## config.mk

```make
export PLATFORM = sky130hd
export DESIGN_NAME = inst_fetch_ctrl
export DESIGN_NICKNAME = d
export VERILOG_FILES = /design/src/rtl/inst_fetch_ctrl.sv
export SDC_FILE = /design/constraint.sdc
export NUM_CORES = 1
export LEC_CHECK = 0
export ABC_CLOCK_PERIOD_IN_PS = 1600
export BUFFER_PORTS_ARGS = -buffer_cell sky130_fd_sc_hd__buf_2
export CELL_PAD_IN_SITES_DETAIL_PLACEMENT = 0
export CELL_PAD_IN_SITES_GLOBAL_PLACEMENT = 1
export CORE_ASPECT_RATIO = 0.8
export CORE_MARGIN = 4
export CORE_UTILIZATION = 34
export DETAILED_ROUTE_END_ITERATION = 8
export GPL_TIMING_DRIVEN = 1
export PLACE_DENSITY = 0.87
export SETUP_SLACK_MARGIN = 0.05
export SLEW_MARGIN = 30
export SYNTH_ARGS = -nofsm -noshare
export SYNTH_HDL_FRONTEND = slang
export SYNTH_SLANG_ARGS = --single-unit
```

## constraint.sdc

```tcl
create_clock -name Clk -period 1.6 [get_ports Clk]
set_clock_uncertainty 0.1 [all_clocks]
set_input_delay 0.24 -clock Clk [delete_from_list [all_inputs] [get_ports Clk]]
set_output_delay 0.24 -clock Clk [all_outputs]
set_load 0.005 [all_outputs]
```

## src/rtl/inst_fetch_ctrl.sv

```systemverilog
`default_nettype none
// ============================================================================
// Module      : inst_fetch_ctrl
// Description : Instruction fetch sequencer for a synchronous instruction ROM.
//               Fetches one instruction per Step pulse, or back to back while
//               Run is high. Loads the instruction register and decodes the
//               coarse op type. Advances the PC sequentially or to a J-type
//               target, and drives a registered byte view of the IR on LED.
// Ports       : Clk, Rst (sync, active high)
//               Step (one-shot request), Run (level request), Sel (LED byte)
//               Rom_Data (in) / Rom_Addr, Rom_Rd_En (ROM interface)
//               Inst, Inst_Valid, Op_Type, PC, Busy, LED (status/datapath)
// Revision    : 1.0 - initial release
// ============================================================================
module inst_fetch_ctrl #(
  parameter int          ADDR_W    = 6,
  parameter int          ROM_LAT   = 1,
  parameter logic [31:0] HALT_WORD = 32'hFFFF_FFFF
) (
  input  logic              Clk,
  input  logic              Rst,
  input  logic              Step,
  input  logic              Run,
  input  logic [1:0]        Sel,
  input  logic [31:0]       Rom_Data,
  output logic [ADDR_W-1:0] Rom_Addr,
  output logic              Rom_Rd_En,
  output logic [31:0]       Inst,
  output logic              Inst_Valid,
  output logic [1:0]        Op_Type,
  output logic [31:0]       PC,
  output logic              Busy,
  output logic [7:0]        LED
);

  localparam logic [2:0] S_IDLE  = 3'd0;
  localparam logic [2:0] S_FETCH = 3'd1;
  localparam logic [2:0] S_WAIT  = 3'd2;
  localparam logic [2:0] S_LATCH = 3'd3;
  localparam logic [2:0] S_HALT  = 3'd4;

  // Byte-address width of the PC space; the PC wraps inside these bits.
  localparam int PW = ADDR_W + 2;

  // WAIT lasts ROM_LAT-1 cycles; the counter runs 0 .. ROM_LAT-2.
  localparam int               CNT_W     = (ROM_LAT > 2) ? $clog2(ROM_LAT - 1) : 1;
  localparam logic [CNT_W-1:0] WAIT_LAST = CNT_W'((ROM_LAT > 1) ? (ROM_LAT - 2) : 0);
  localparam logic             HAS_WAIT  = (ROM_LAT > 1);

  localparam logic [1:0] OP_R    = 2'd0;
  localparam logic [1:0] OP_J    = 2'd1;
  localparam logic [1:0] OP_I    = 2'd2;
  localparam logic [1:0] OP_HALT = 2'd3;

  logic [2:0]       state;
  logic [2:0]       state_nxt;
  logic [CNT_W-1:0] wait_cnt;
  logic             pend;

  // Decode of the word currently on the ROM bus (only meaningful in LATCH).
  logic             is_halt;
  logic             is_jump;
  logic [1:0]       op_dec;
  logic [31:0]      pc_seq;
  logic [31:0]      pc_jump;
  logic [PW-1:0]    pc_low_inc;

  // Next values for the registered outputs.
  logic             rd_en_nxt;
  logic             busy_nxt;
  logic [7:0]       led_nxt;

  // --------------------------------------------------------------------------
  // State register
  // --------------------------------------------------------------------------
  always_ff @(posedge Clk) begin
    if (Rst) begin
      state <= S_IDLE;
    end else begin
      state <= state_nxt;
    end
  end

  // --------------------------------------------------------------------------
  // Next-state logic
  // --------------------------------------------------------------------------
  always_comb begin
    state_nxt = state;
    case (state)
      S_IDLE: begin
        if (Step || Run || pend) begin
          state_nxt = S_FETCH;
        end
      end
      S_FETCH: begin
        state_nxt = HAS_WAIT ? S_WAIT : S_LATCH;
      end
      S_WAIT: begin
        if (wait_cnt == WAIT_LAST) begin
          state_nxt = S_LATCH;
        end
      end
      S_LATCH: begin
        state_nxt = is_halt ? S_HALT : S_IDLE;
      end
      S_HALT: begin
        state_nxt = S_HALT;
      end
      default: begin
        state_nxt = S_IDLE;
      end
    endcase
  end

  // --------------------------------------------------------------------------
  // Output / datapath next-value logic
  // --------------------------------------------------------------------------
  always_comb begin
    is_halt    = (Rom_Data == HALT_WORD);
    is_jump    = (Rom_Data[31:26] == 6'h02) || (Rom_Data[31:26] == 6'h03);

    if (is_halt) begin
      op_dec = OP_HALT;
    end else if (is_jump) begin
      op_dec = OP_J;
    end else if (Rom_Data[31:26] == 6'h00) begin
      op_dec = OP_R;
    end else begin
      op_dec = OP_I;
    end

    // Sequential advance wraps inside the ROM byte space; upper bits hold.
    pc_low_inc = PC[PW-1:0] + PW'(4);
    pc_seq     = {PC[31:PW], pc_low_inc};
    pc_jump    = {PC[31:PW], Rom_Data[ADDR_W-1:0], 2'b00};

    rd_en_nxt  = (state_nxt == S_FETCH);
    busy_nxt   = (state_nxt != S_IDLE) && (state_nxt != S_HALT);

    case (Sel)
      2'd0:    led_nxt = Inst[7:0];
      2'd1:    led_nxt = Inst[15:8];
      2'd2:    led_nxt = Inst[23:16];
      default: led_nxt = Inst[31:24];
    endcase
  end

  // --------------------------------------------------------------------------
  // Registered outputs and datapath
  // --------------------------------------------------------------------------
  always_ff @(posedge Clk) begin
    if (Rst) begin
      Rom_Addr   <= '0;
      Rom_Rd_En  <= 1'b0;
      Inst       <= '0;
      Inst_Valid <= 1'b0;
      Op_Type    <= OP_R;
      PC         <= '0;
      Busy       <= 1'b0;
      LED        <= '0;
    end else begin
      Rom_Rd_En  <= rd_en_nxt;
      Busy       <= busy_nxt;
      Inst_Valid <= (state == S_LATCH);
      LED        <= led_nxt;
      if (rd_en_nxt) begin
        Rom_Addr <= PC[PW-1:2];
      end
      if (state == S_LATCH) begin
        Inst    <= Rom_Data;
        Op_Type <= op_dec;
        if (!is_halt) begin
          PC <= is_jump ? pc_jump : pc_seq;
        end
      end
    end
  end

  // --------------------------------------------------------------------------
  // ROM latency counter and 1-deep pending Step
  // --------------------------------------------------------------------------
  always_ff @(posedge Clk) begin
    if (Rst) begin
      wait_cnt <= '0;
      pend     <= 1'b0;
    end else begin
      if (state == S_FETCH) begin
        wait_cnt <= '0;
      end else if (state == S_WAIT) begin
        wait_cnt <= wait_cnt + CNT_W'(1);
      end

      // Leaving IDLE consumes every outstanding request at once; a Step that
      // arrives while a fetch is in flight is remembered once, never queued.
      if ((state == S_IDLE) && (state_nxt == S_FETCH)) begin
        pend <= 1'b0;
      end else if (Busy && Step) begin
        pend <= 1'b1;
      end
    end
  end

endmodule
`default_nettype wire
```

* Word-level counts from Yosys, hierarchy flattened
Cells that the tools add are included.
** Word-level totals
- Register bits :: 64
- Input bits :: 38
- Logic and storage cells :: 47
** Cells by class
- Reduce and logical (&&, ||, !) cells :: 13
- Bitwise operators :: 1
- Eq/ne operators :: 11
- Add/subtract/negate cells :: 2
- Multiplexer cells :: 9
** Operator list (number)
- $eq A32 B32 Y1 const B :: 1
- $pmux W8 S3 :: 1
- $pmux W3 S5 :: 1
- $eq A6 B2 Y1 const B :: 2
- $mux W3 :: 3
- $add A8 B3 Y8 const B :: 1
- $mux W8 :: 1
- $eq A3 B1 Y1 const B :: 2
- $eq A3 B2 Y1 const B :: 2
- $logic_not A6 Y1 :: 1
- $mux W2 :: 3
- $reduce_or A2 Y1 :: 2
- $eq A3 B3 Y1 const B :: 1
- $logic_and A1 B1 Y1 :: 3
- $logic_not A3 Y1 :: 1
- $logic_or A1 B1 Y1 :: 3
- $ne A3 B3 Y1 const B :: 1
- $reduce_bool A3 Y1 :: 1
- $eq A2 B1 Y1 const B :: 1
- $eq A2 B2 Y1 const B :: 1
- $logic_not A2 Y1 :: 1
- $reduce_and A2 Y1 :: 1
- $add A1 B1 Y1 const B :: 1
- $not A1 Y1 :: 1

* Longest topological paths before layout
- Depth in word-level cells :: 7
- Depth in mapped cells :: 7
- Depth with buffers taken out :: 5

* Worst setup path after synthesis
Ideal clock, no wire load.
- Path type :: input-to-reg
- From :: input Rom_Data[14]
- To :: register PC[4]
- Setup time :: 0.133 ns
- Slack :: 0.117 ns
- Arrival :: 1.251 ns
- Stages on the path :: 4
- Cells stage by stage :: nand4_1 -> or4_1 -> o21ai_2 -> o32ai_2
** On the way
- Word-level cells in the longest chain between the ends :: 3
** Ends and longest elaborated chain
- start: declaration :: line 25 : input logic [31:0] Rom_Data,
- $eq A32 B32 Y1 :: line 119 : is_halt = (Rom_Data == HALT_WORD);
- $not A1 Y1 (no line)
- $reduce_and A2 Y1 (no line)
- end signal: assignment :: line 173 : PC <= is_jump ? pc_jump : pc_seq;
- end: declaration :: line 31 : output logic [31:0] PC,
Every way passes these cells.
A chain may end at the register's enable or synchronous reset.

* Worst setup path in the final report
- From :: register PC[2]
- To :: register PC[6]
** On the way
- Word-level cells in the longest chain between the ends :: 2
** Ends and longest elaborated chain
- $add A8 B3 Y8 :: line 133 : pc_low_inc = PC[PW-1:0] + PW'(4);
- $mux W8 :: line 173
Every way passes these cells.

==> summary.txt <==
Floorplan
  • Die Area: 9825 µm²
  • CORE AREA: 8019 µm²
  • Die width: 109.8 µm
  • Starting density of the core: 35.17%
  • Num rows: 29
  • IO Count: 121
  • Die height: 89.46 µm

Critical path
  • Critical Path RT: 1.76 ns
  • Crit start category: register
  • Slowest cell on crit path: dfxtp_1
  • Crit end category: register
  • CP max FO: 3
  • CP arrival: 1.64 ns
  • CP bufs+invs: 0
  • Crit-path cells: ha_1, nand3_1, a211oi_2, a21oi_1, o32ai_1
  • Critical path class: register to register
  • Cell family contributing the most delay on the critical path: compound AO/OA/AOI/OAI gates
  • Crit path largest cell delay: 0.37 ns

Clock network
  • Hold_buf cts: 0
  • Clock buffer count from CTS: 9
  • Number of H-tree levels: 3
  • Root Buffer: clkbuf_8
  • Clock sink count: 62
  • Clk_lat worst skew: 0.35 ns
  • Clk pin slew, worst setup/hold paths: 0.07 ns
  • CTS tree: yes
  • CTS max path bufs: 2

Drt
  • DR WL met2: 3848 µm
  • Total number of vias: 2,741
  • DR iter-0 viols: 164
  • DRC: 0
  • Top layer in use: met4
  • DRT Pass-1 Iters: 4
  • Post-DR vias/cell: 4.851
  • DR WL/cell: 15.08 µm
  • Post-route ant nets: 0
  • Met3 wire length: 618 µm
  • Wire length on met1: 3955 µm
  • Routed wire length: 8519 µm

Power
  • PD cells: 1136 nW/µm²
  • Maximum VDD drop: 0.3628 mV
  • Pleak: 1.626 nW

STA
  • Final hold vios: 0
  • Fin crit share: 92.07%
  • Final WS setup: 0.1268 ns
  • Setup TNS: 0 ns
  • Worst slew pin tran: 0.5289 ns
  • Max Slew Vio Count: 0
  • Highest achievable clock rate: 678.8 MHz
  • Max-slew headroom: 64.52%
  • RSZ-0062 raised after global routing: true
  • Final setup viols: 0
  • Fin crit period: 1.473 ns

Synthesis
  • Syn Inst Count: 325
  • Most used DFF post-synth: dfxtp_1
  • Post-synth EDFFs: 0
  • Asr flop ratio synth: 0%
  • Yosys cell types: 45
  • #FFs+latches synth: 62
  • Synth Warn #: 0
  • Sequential area share after synthesis: 44.01%
  • Synth Cell Area: 2820 µm²
  • Avg Cell Area, Syn: 8.678 µm²

Placement
  • PortBufs: 94
  • DP HPWL: 6488 µm
  • Placer Congestion: 0.8406
  • Post-place setup slack: -0.1413 ns

Finish
  • Area grow syn2layout: 35.89%
  • Antenna cells: 0
  • Final #Nets: 491
  • Layout cells sized above 1: 38.95%
  • Most frequent cells in the layout: buf_2 (94), nand2_1 (81), dfxtp_1 (60), a21oi_1 (45), buf_4 (41)
  • Finished Core Util: 47.79%
  • Most common cell after layout, fill and taps aside: buf_2

Global routing
  • Vias in the first global route: 2,500
  • Initial antenna violation count: 0
  • Pin count of the biggest net entering global routing: 41
  • Global-route usage over all layers: 17.13%
  • Total gr overflow: 0
  • Global-route wire length before repair: 12,720 µm

Status
  • Status: completed

Worst hold path
  • Hold/Removal Path Class: primary input to register

Run
  • Max Cap Violations: 0
[logic make-up (layout without fill, tap and decap cells)]
kind of cell / Yosys count / in the layout / share of synthesized area [%]
xor gates and xnor gates: 1 / 1 / 0.3106
adders and majority gates: 1 / 1 / 0.4436
AOI/OAI and AO/OA: 72 / 72 / 16.11
buffers and inverters: 47 / 154 / 9.982
and+or+nand+nor: 133 / 133 / 22.63
muxes: 8 / 8 / 6.389
other: 1 / 26 / 0.1330
DFF: 62 / 62 / 44.01
[synth_stat cells (all sizes together) (2+ instances only)]
cell / instances / area, µm²
nand2: 81 / 304.0
mux4: 8 / 180.2
nand3: 3 / 15.01
o21ai: 3 / 18.77
a2111oi: 2 / 17.52
nand2b: 8 / 50.05
nor4: 3 / 46.29
o31a: 2 / 17.52
buf: 34 / 232.7
a21oi: 45 / 225.2
or4: 2 / 18.77
o32ai: 4 / 42.55
dfxtp: 62 / 1241
nor2: 9 / 33.78
nand4: 8 / 50.05
a311oi: 2 / 17.52
a211oi: 3 / 22.52
a221oi: 3 / 26.28
clkbuf: 12 / 45.04
and2: 2 / 12.51
nor2b: 8 / 50.05
nor3: 4 / 20.02
[worst reg2reg max path, stage by stage (launching register included)]
cell	delay (ns)
dfxtp_1	0.37
ha_1	0.23
nand3_1	0.19
a211oi_2	0.23
a21oi_1	0.07
o32ai_1	0.21
[state kept, by name, indices dropped and copies added (netlist names)]
register and cells:
state 3, Inst 32, Inst_Valid 1, Rom_Rd_En 1, Rom_Addr 6, Busy 1, pend 1, Op_Type 2
PC 6, LED 8, wait_cnt 1
[power by group]
group	internal (W)	switching (W)	leakage, nW	total [W]
clock network	0.000720	0.000662	0.0914	0.00138
logic	0.000495	0.000582	1.03	0.00108
registers	0.00174	0.000158	0.503	0.00189
[stage by stage]
stage                     power [W]  hold WS, ns  instances  cell area [µm²]
after floorplan            0.002531       0.2760        350             2914
after global placement     0.002935       0.3408        547             3577
after detailed placement   0.002959       0.3473        547             3577
after CTS                  0.004334      0.02819        563             3777
after global routing       0.004578      0.04203        565             3832
final                      0.004354      0.03606        565             3832
[worst paths after layout]
check,slack [ns],startpoint,cells after the start,end
setup / recovery,0.13,PC[2]$_SDFFE_PP0P_,5,PC[6]$_SDFFE_PP0P_
hold / removal,0.04,Rom_Data[22],3,Inst[22]$_SDFFE_PP0P_
setup reg to reg,0.13,PC[2]$_SDFFE_PP0P_,5,PC[6]$_SDFFE_PP0P_
hold reg to reg,0.35,Rom_Addr[3]$_SDFFE_PP0N_,2,Rom_Addr[3]$_SDFFE_PP0N_
[area by class of cell]
class	count	area [µm²]
Fill cell	771	4187
Multi-Input combinational cell	241	1430
Sequential cell	62	1246
Timing Repair Buffer	137	818.3
Tap cell	108	135.1
Clock buffer	9	123.9
Clock inverter	7	75.07
Inverter	1	3.754
[timing repair]
action,CTS,global route
pin swaps,0,1
gates resized for setup,1,10
setup endpoints to repair,1,32
setup buffers,0,2
[per-layer routing]
metal  vias to the layer above  GRT usage [%]
li1                       1338              -
met1                      1304          24.03
met2                        91          25.66
met3                         8          3.610
met4                         0          6.908
met5                         -              0
Note: power is estimated with default switching activity, not from simulation.
